===== config.mk =====
export PLATFORM = sky130hd
export DESIGN_NAME = mem_pattern_tester
export DESIGN_NICKNAME = d
export VERILOG_FILES = /design/src/rtl/mem_pattern_tester.sv
export SDC_FILE = /design/constraint.sdc
export NUM_CORES = 1
export LEC_CHECK = 0
export CORE_MARGIN = 8
export CORE_UTILIZATION = 40
export CTS_BUF_LIST = sky130_fd_sc_hd__clkbuf_2 sky130_fd_sc_hd__clkbuf_4 sky130_fd_sc_hd__clkbuf_8
export CTS_CLUSTER_DIAMETER = 60
export DETAILED_ROUTE_END_ITERATION = 10
export HOLD_SLACK_MARGIN = 0.1
export PLACE_DENSITY = 0.58
export SETUP_SLACK_MARGIN = 0.4
export SLEW_MARGIN = 0
export SYNTH_ARGS = -nofsm -noshare
export SYNTH_HDL_FRONTEND = slang
export SYNTH_SLANG_ARGS = --single-unit
export TNS_END_PERCENT = 30

===== constraint.sdc =====
create_clock -name clk -period 4.7 [get_ports clk]
set_input_delay 0.94 -clock clk [delete_from_list [all_inputs] [get_ports clk]]
set_output_delay 0.94 -clock clk [all_outputs]
set_load 0.005 [all_outputs]

===== src/rtl/mem_pattern_tester.sv =====
// Memory pattern tester: repeated write-all / read-all / compare passes over
// words 0..addr_last through a generic valid/ready request port. Reads are
// pipelined with a bounded number in flight; responses are checked in order
// against a regenerated expected pattern (no data FIFO).
module mem_pattern_tester #(
   parameter int unsigned DW          = 16,
   parameter int unsigned AW          = 24,
   parameter int unsigned MAX_OUTST   = 8,
   parameter int unsigned INIT_CYCLES = 5000000,
   parameter logic [31:0] SEED        = 32'hACE1
) (
   input  logic          clk,
   input  logic          rst,
   input  logic [1:0]    mode,
   input  logic [AW-1:0] addr_last,
   output logic          req_valid,
   input  logic          req_ready,
   output logic          req_we,
   output logic [AW-1:0] req_addr,
   output logic [DW-1:0] req_wdata,
   input  logic          rd_valid,
   input  logic [DW-1:0] rd_data,
   output logic          busy,
   output logic [31:0]   passcount,
   output logic [31:0]   failcount,
   output logic          err_flag,
   output logic [AW-1:0] first_err_addr,
   output logic [DW-1:0] first_err_exp,
   output logic [DW-1:0] first_err_act
);

   localparam int unsigned OW  = $clog2(MAX_OUTST + 1);
   localparam int unsigned ICW = (INIT_CYCLES > 1) ? $clog2(INIT_CYCLES) : 1;
   localparam int unsigned SW  = ((AW > 32) ? AW : 32) + 1;

   localparam logic [ICW-1:0] INIT_LAST  = ICW'((INIT_CYCLES > 0) ? INIT_CYCLES - 1 : 0);
   localparam logic [OW-1:0]  OUTST_MAX  = OW'(MAX_OUTST);
   localparam logic [31:0]    LFSR_TAPS  = 32'h8020_0003;
   localparam logic [DW-1:0]  CB_EVEN    = {DW/2{2'b01}};
   localparam logic [DW-1:0]  CB_ODD     = {DW/2{2'b10}};

   typedef enum logic [2:0] {
      S_INIT,
      S_WRITE,
      S_READ,
      S_DRAIN,
      S_DONE
   } state_t;

   state_t          state, state_n;
   logic [ICW-1:0]  init_cnt;
   logic [AW-1:0]   addr_q;
   logic [1:0]      mode_q;
   logic [AW-1:0]   last_q;
   logic [31:0]     wr_lfsr;
   logic [31:0]     pass_seed;
   logic [AW-1:0]   cmp_addr;
   logic [31:0]     cmp_lfsr;
   logic [OW-1:0]   outst;

   logic            wr_acc;
   logic            rd_acc;
   logic            rsp_ok;
   logic            rsp_dec;
   logic            mismatch;
   logic [DW-1:0]   wr_pat;
   logic [DW-1:0]   exp_pat;

   // 32-bit Galois LFSR, right-shifting, x^32+x^22+x^2+x+1
   function automatic logic [31:0] lfsr_step(input logic [31:0] s);
      return (s >> 1) ^ (s[0] ? LFSR_TAPS : 32'h0);
   endfunction

   // Data word for address a; parity taken from the pass counter, which is
   // constant for the whole pass, so it is equivalent to a value latched at
   // WRITE entry.
   function automatic logic [DW-1:0] pattern(
      input logic [1:0]    m,
      input logic [AW-1:0] a,
      input logic [31:0]   lf,
      input logic [31:0]   pc
   );
      logic [SW-1:0] sum;
      logic [SW-1:0] sh;
      logic          p;
      logic [DW-1:0] res;
      p   = pc[0];
      sum = SW'(a) + SW'(pc);
      sh  = sum % SW'(DW);
      case (m)
         2'd0:    res = DW'(lf);
         2'd1:    res = DW'(a) ^ {DW{p}};
         2'd2:    res = DW'(1) << sh;
         default: res = (a[0] ^ p) ? CB_ODD : CB_EVEN;
      endcase
      return res;
   endfunction

   assign wr_pat   = pattern(mode_q, addr_q, wr_lfsr, passcount);
   assign exp_pat  = pattern(mode_q, cmp_addr, cmp_lfsr, passcount);
   assign rsp_ok   = rd_valid && ((state == S_READ) || (state == S_DRAIN));
   assign rsp_dec  = rsp_ok && (outst != '0);
   assign mismatch = rsp_ok && (rd_data != exp_pat);

   // Next-state and request-port outputs
   always_comb begin
      state_n   = state;
      req_valid = 1'b0;
      req_we    = 1'b0;
      req_addr  = addr_q;
      req_wdata = '0;
      busy      = 1'b0;
      wr_acc    = 1'b0;
      rd_acc    = 1'b0;
      case (state)
         S_INIT: begin
            if (init_cnt == INIT_LAST) state_n = S_WRITE;
         end
         S_WRITE: begin
            busy      = 1'b1;
            req_valid = 1'b1;
            req_we    = 1'b1;
            req_wdata = wr_pat;
            if (req_ready) begin
               wr_acc = 1'b1;
               if (addr_q == last_q) state_n = S_READ;
            end
         end
         S_READ: begin
            busy      = 1'b1;
            req_valid = (outst != OUTST_MAX);
            if (req_valid && req_ready) begin
               rd_acc = 1'b1;
               if (addr_q == last_q) state_n = S_DRAIN;
            end
         end
         S_DRAIN: begin
            busy = 1'b1;
            if (outst == '0) state_n = S_DONE;
         end
         S_DONE: begin
            state_n = S_WRITE;
         end
         default: state_n = S_INIT;
      endcase
   end

   // State register
   always_ff @(posedge clk) begin
      if (rst) state <= S_INIT;
      else     state <= state_n;
   end

   // Post-reset idle counter
   always_ff @(posedge clk) begin
      if (rst)
         init_cnt <= '0;
      else if ((state == S_INIT) && (init_cnt != INIT_LAST))
         init_cnt <= init_cnt + 1'b1;
   end

   // Request side: pass configuration, address counter, write-side LFSR and
   // pass seed. The write LFSR is never reloaded between passes: at DONE it
   // already holds the state the next pass must start from.
   always_ff @(posedge clk) begin
      if (rst) begin
         addr_q    <= '0;
         mode_q    <= '0;
         last_q    <= '0;
         wr_lfsr   <= SEED;
         pass_seed <= SEED;
      end else begin
         if ((state_n == S_WRITE) && (state != S_WRITE)) begin
            mode_q <= mode;
            last_q <= addr_last;
            addr_q <= '0;
         end
         if (wr_acc) wr_lfsr <= lfsr_step(wr_lfsr);
         if (wr_acc || rd_acc)
            addr_q <= (addr_q == last_q) ? '0 : addr_q + 1'b1;
         if (state == S_DONE) pass_seed <= wr_lfsr;
      end
   end

   // Compare side: regenerates the expected sequence in response order
   always_ff @(posedge clk) begin
      if (rst) begin
         cmp_addr <= '0;
         cmp_lfsr <= SEED;
      end else if ((state == S_WRITE) && (state_n == S_READ)) begin
         cmp_addr <= '0;
         cmp_lfsr <= pass_seed;
      end else if (rsp_ok) begin
         cmp_addr <= cmp_addr + 1'b1;
         cmp_lfsr <= lfsr_step(cmp_lfsr);
      end
   end

   // Reads in flight
   always_ff @(posedge clk) begin
      if (rst)
         outst <= '0;
      else if (rd_acc && !rsp_dec)
         outst <= outst + 1'b1;
      else if (!rd_acc && rsp_dec)
         outst <= outst - 1'b1;
   end

   // Pass/fail statistics and first-error capture
   always_ff @(posedge clk) begin
      if (rst) begin
         passcount      <= '0;
         failcount      <= '0;
         err_flag       <= 1'b0;
         first_err_addr <= '0;
         first_err_exp  <= '0;
         first_err_act  <= '0;
      end else begin
         if ((state == S_DONE) && (passcount != '1))
            passcount <= passcount + 1'b1;
         if (mismatch) begin
            if (failcount != '1) failcount <= failcount + 1'b1;
            if (!err_flag) begin
               err_flag       <= 1'b1;
               first_err_addr <= cmp_addr;
               first_err_exp  <= exp_pat;
               first_err_act  <= rd_data;
            end
         end
      end
   end

endmodule

==> results.md <==
* Status: finished clean
* CTS tree: built
* Ys async rst share at 0%
* Post CTS Setup Buffer Count at 0
* Final #Nets at approximately 2,100
* Final wirelength at 47.2 mm
* Vias/cell at 5.37
* Clock Latency Late Sink at around 0.65 ns
* R2R Path End: first_err_addr[6]$_SDFFE_PP0P_
* Synth top area cells: dfxtp_1 (41%), nand2_1 (7.0%), xor2_1 (5.8%)
* Post-synth top area cell: dfxtp_1
* Grt total ovfl at 0
* Antenna-violating nets left at 0
* Layout Utilization at 50.5%
* Post-Syn Area at 0.0156 sq mm
* Row count at 72
* Hold WC Path Type: reg -> reg
* CP Class: reg -> out
* Setup-failing EPs final at 0
* Commonest non-fill, non-tap cell in the layout: dfxtp_1
* Post-DP HPWL at 32.9 mm
* I/O pins at 210
* CTS buffer count at 57
* TritonRoute pass-1 iters at 5
* Initial antenna violation count at 3
* Fin. max-slew vios at 0
* DIE HEIGHT at 213 um
* Count of cell types in the netlist at 64
* Gr usage total at around a fifth
* Hold_ws at 0.453 ns
* RSZ-0062 raised after global routing: true
* Yosys top cell area share at 41.3%
* Startpoint Class: flop
* Clock-pin slew of the registers on the worst-case setup and hold paths at 0.06 ns
* Final period util at 89.1%
* Core region area at 0.0386 sq mm
* Hold_buf cts at 0
* Die footprint at roughly 0.046 sq mm
* Worst-Margin Slew at 1.27 ns
* Hold Vio Cnt, Final at 0
* Setup TNS at 0 ns
* Vias at 14,124
* Setup crit end: req_wdata[13]
* Synth Register Bits at 321
* Worst IR drop on VDD at 0.000184 V
* Die width at 213 um
* Mapped Cells at roughly 1,900
* Post-synthesis average cell area at 8.18 sq um
* Max Cap Violations at 0
* First-pass GRT wire length at 74.2 mm
* Syn Nets at 1,967
* Post-synth EDFFs at 0
* Post-synth top flop: dfxtp_1
* Worst slew margin at 15.6%
* Clock period minus worst slack at 4.19 ns
* Reg-to-reg setup timing slack at 0.66 ns
* Drt drc at 0
* Arrival @ worst endpoint at about 3.3 ns
* Register area share after synthesis at 41.3%
* Routed len/inst at 17.9 um
* Most frequent cells in the layout: dfxtp_1 (317), nand2_1 (291), nor2_1 (219), clkdlybuf4s50_1 (208), a21oi_1 (151)
* Share of cells above drive strength 1 at 8.61%
* CTS Sinks at about 320
* R2r startpoint: cmp_addr[0]$_SDFFE_PP0P_
* Critical Path RT at 3.76 ns
* Starting DRT DRC Count at 900
* Clock root cell: clkbuf_8
* Antenna diode instance count at 0
* Port-buffer cells at 209
* Lkg Pwr at 7.51 nW
* Routability Congestion at between 0.9 and 1
* Yosys Warn Count at 0
* Worst Reg2Reg Path Length in Cells at 13
* CP Max Fanout at 18
* Area growth from synthesis to layout at 24.9%
* Vias in the first global route at roughly 14,000
* PwrDens at 296 mW/mm^2
* Starting Density at 40.4%
* Fmax at 239 MHz
* Crit. Startpoint: passcount[0]$_SDFFE_PP0P_
* Setup Skew at 0.0336 ns
* H-Tree Depth at 2
* Maximum root-to-sink buffer count at 3
* Pin count of the biggest net entering global routing at 119
* Critical path endpoint category: output pin
[cells in the mapped netlist, types with 22 or more instances]
master,number
xnor2_1,31
clkbuf_1,106
o21ai_0,56
and3_1,34
dfxtp_1,321
nor3_1,22
nand3_1,42
or3_1,23
mux2i_1,86
nor2b_1,25
xor2_1,103
nand3b_1,25
a21oi_1,151
nor2_1,221
nand4_1,32
nor4_1,33
nand2_1,291
[state kept, by name (all words and copies together) (netlist names), 24 cells and up]
register / cells
wr_lfsr: 32
pass_seed: 32
req_addr: 24
last_q: 24
cmp_addr: 24
first_err_addr: 24
passcount: 32
failcount: 32
cmp_lfsr: 32
[logic make-up (layout without fill, tap and decap cells)]
kind of cell               after synthesis  count (layout)  share of synthesized area [%]
AOI/OAI and AO/OA                      344             344                           13.6
DFF                                    321             321                           41.3
adders and majority gates               17              17                           1.51
muxes                                  101             101                           6.61
xor gates and xnor gates               134             134                           7.53
and+or+nand+nor                        828             828                           25.2
buffers and inverters                  159             368                           4.27
[power by group]
| group | total [W] | internal, W | switching [W] |
|---|---|---|---|
| sequential | 0.00273 | 0.00272 | 0.00000213 |
| combinational | 0.000130 | 0.0000545 | 0.0000752 |
| clock | 0.00290 | 0.00172 | 0.00118 |
| total | 0.00575 | 0.00450 | 0.00126 |
[what timing repair did]
action | in CTS | in global routing
resized for setup | 8 | 11
cloned | 0 | 1
endpoints found under the setup margin | 58 | 80
pin swaps | 0 | 1
[worst max-delay path, cell delays in order (launching register included)]
cell             delay (ns)
dfxtp_2                0.40
buf_12                 0.21
ha_1                   0.20
inv_1                  0.06
fa_1                   0.41
xnor2_1                0.24
and2_2                 0.23
nand2_1                0.06
a31oi_1                0.24
clkdlybuf4s50_1        0.58
[through the flow]
step	setup WS, ns	cell area [sq um]	power [W]	instances
floorplan	1.18	15600	0.00285	1904
global placement	0.305	18100	0.00291	2526
detailed placement	0.292	18100	0.00292	2526
CTS	0.401	19400	0.00585	2630
global route	0.345	19500	0.00598	2631
finish	0.514	19500	0.00575	2631
[layer usage]
metal	track usage (%)	routed length [um]
met1	26.8	21900
met2	31.2	20700
met3	5.22	3330
met4	7.33	1210
met5	0	41
[layout make-up]
| type | instances | area [sq um] |
|---|---|---|
| fillers | 3774 | 19100 |
| multi-input cells | 1424 | 8570 |
| flip-flops and latches | 321 | 6430 |
| repair buffers | 246 | 2440 |
| clock buffers | 92 | 1150 |
| well taps | 518 | 648 |
| clock inverters | 12 | 145 |
| inverters | 18 | 67.6 |
[how the worst min path moves through the flow]
| stage | startpoint | end | depth (start not counted) | slack, ns |
|---|---|---|---|---|
| 2_1_floorplan | cmp_lfsr[11]$_SDFFE_PP1P_ | cmp_lfsr[11]$_SDFFE_PP1P_ | 2 | 0.43 |
| 3_3_place_gp | first_err_exp[11]$_SDFFE_PP0P_ | first_err_exp[11]$_SDFFE_PP0P_ | 2 | 0.44 |
| 3_5_place_dp | pass_seed[26]$_SDFFE_PP0P_ | pass_seed[26]$_SDFFE_PP0P_ | 2 | 0.45 |
| 4_1_cts | pass_seed[21]$_SDFFE_PP0P_ | pass_seed[21]$_SDFFE_PP0P_ | 2 | 0.45 |
| 5_1_grt | pass_seed[21]$_SDFFE_PP0P_ | pass_seed[21]$_SDFFE_PP0P_ | 2 | 0.48 |
| 6_report | pass_seed[29]$_SDFFE_PP0P_ | pass_seed[29]$_SDFFE_PP0P_ | 2 | 0.45 |
Note: power is estimated with default switching activity, not from simulation.
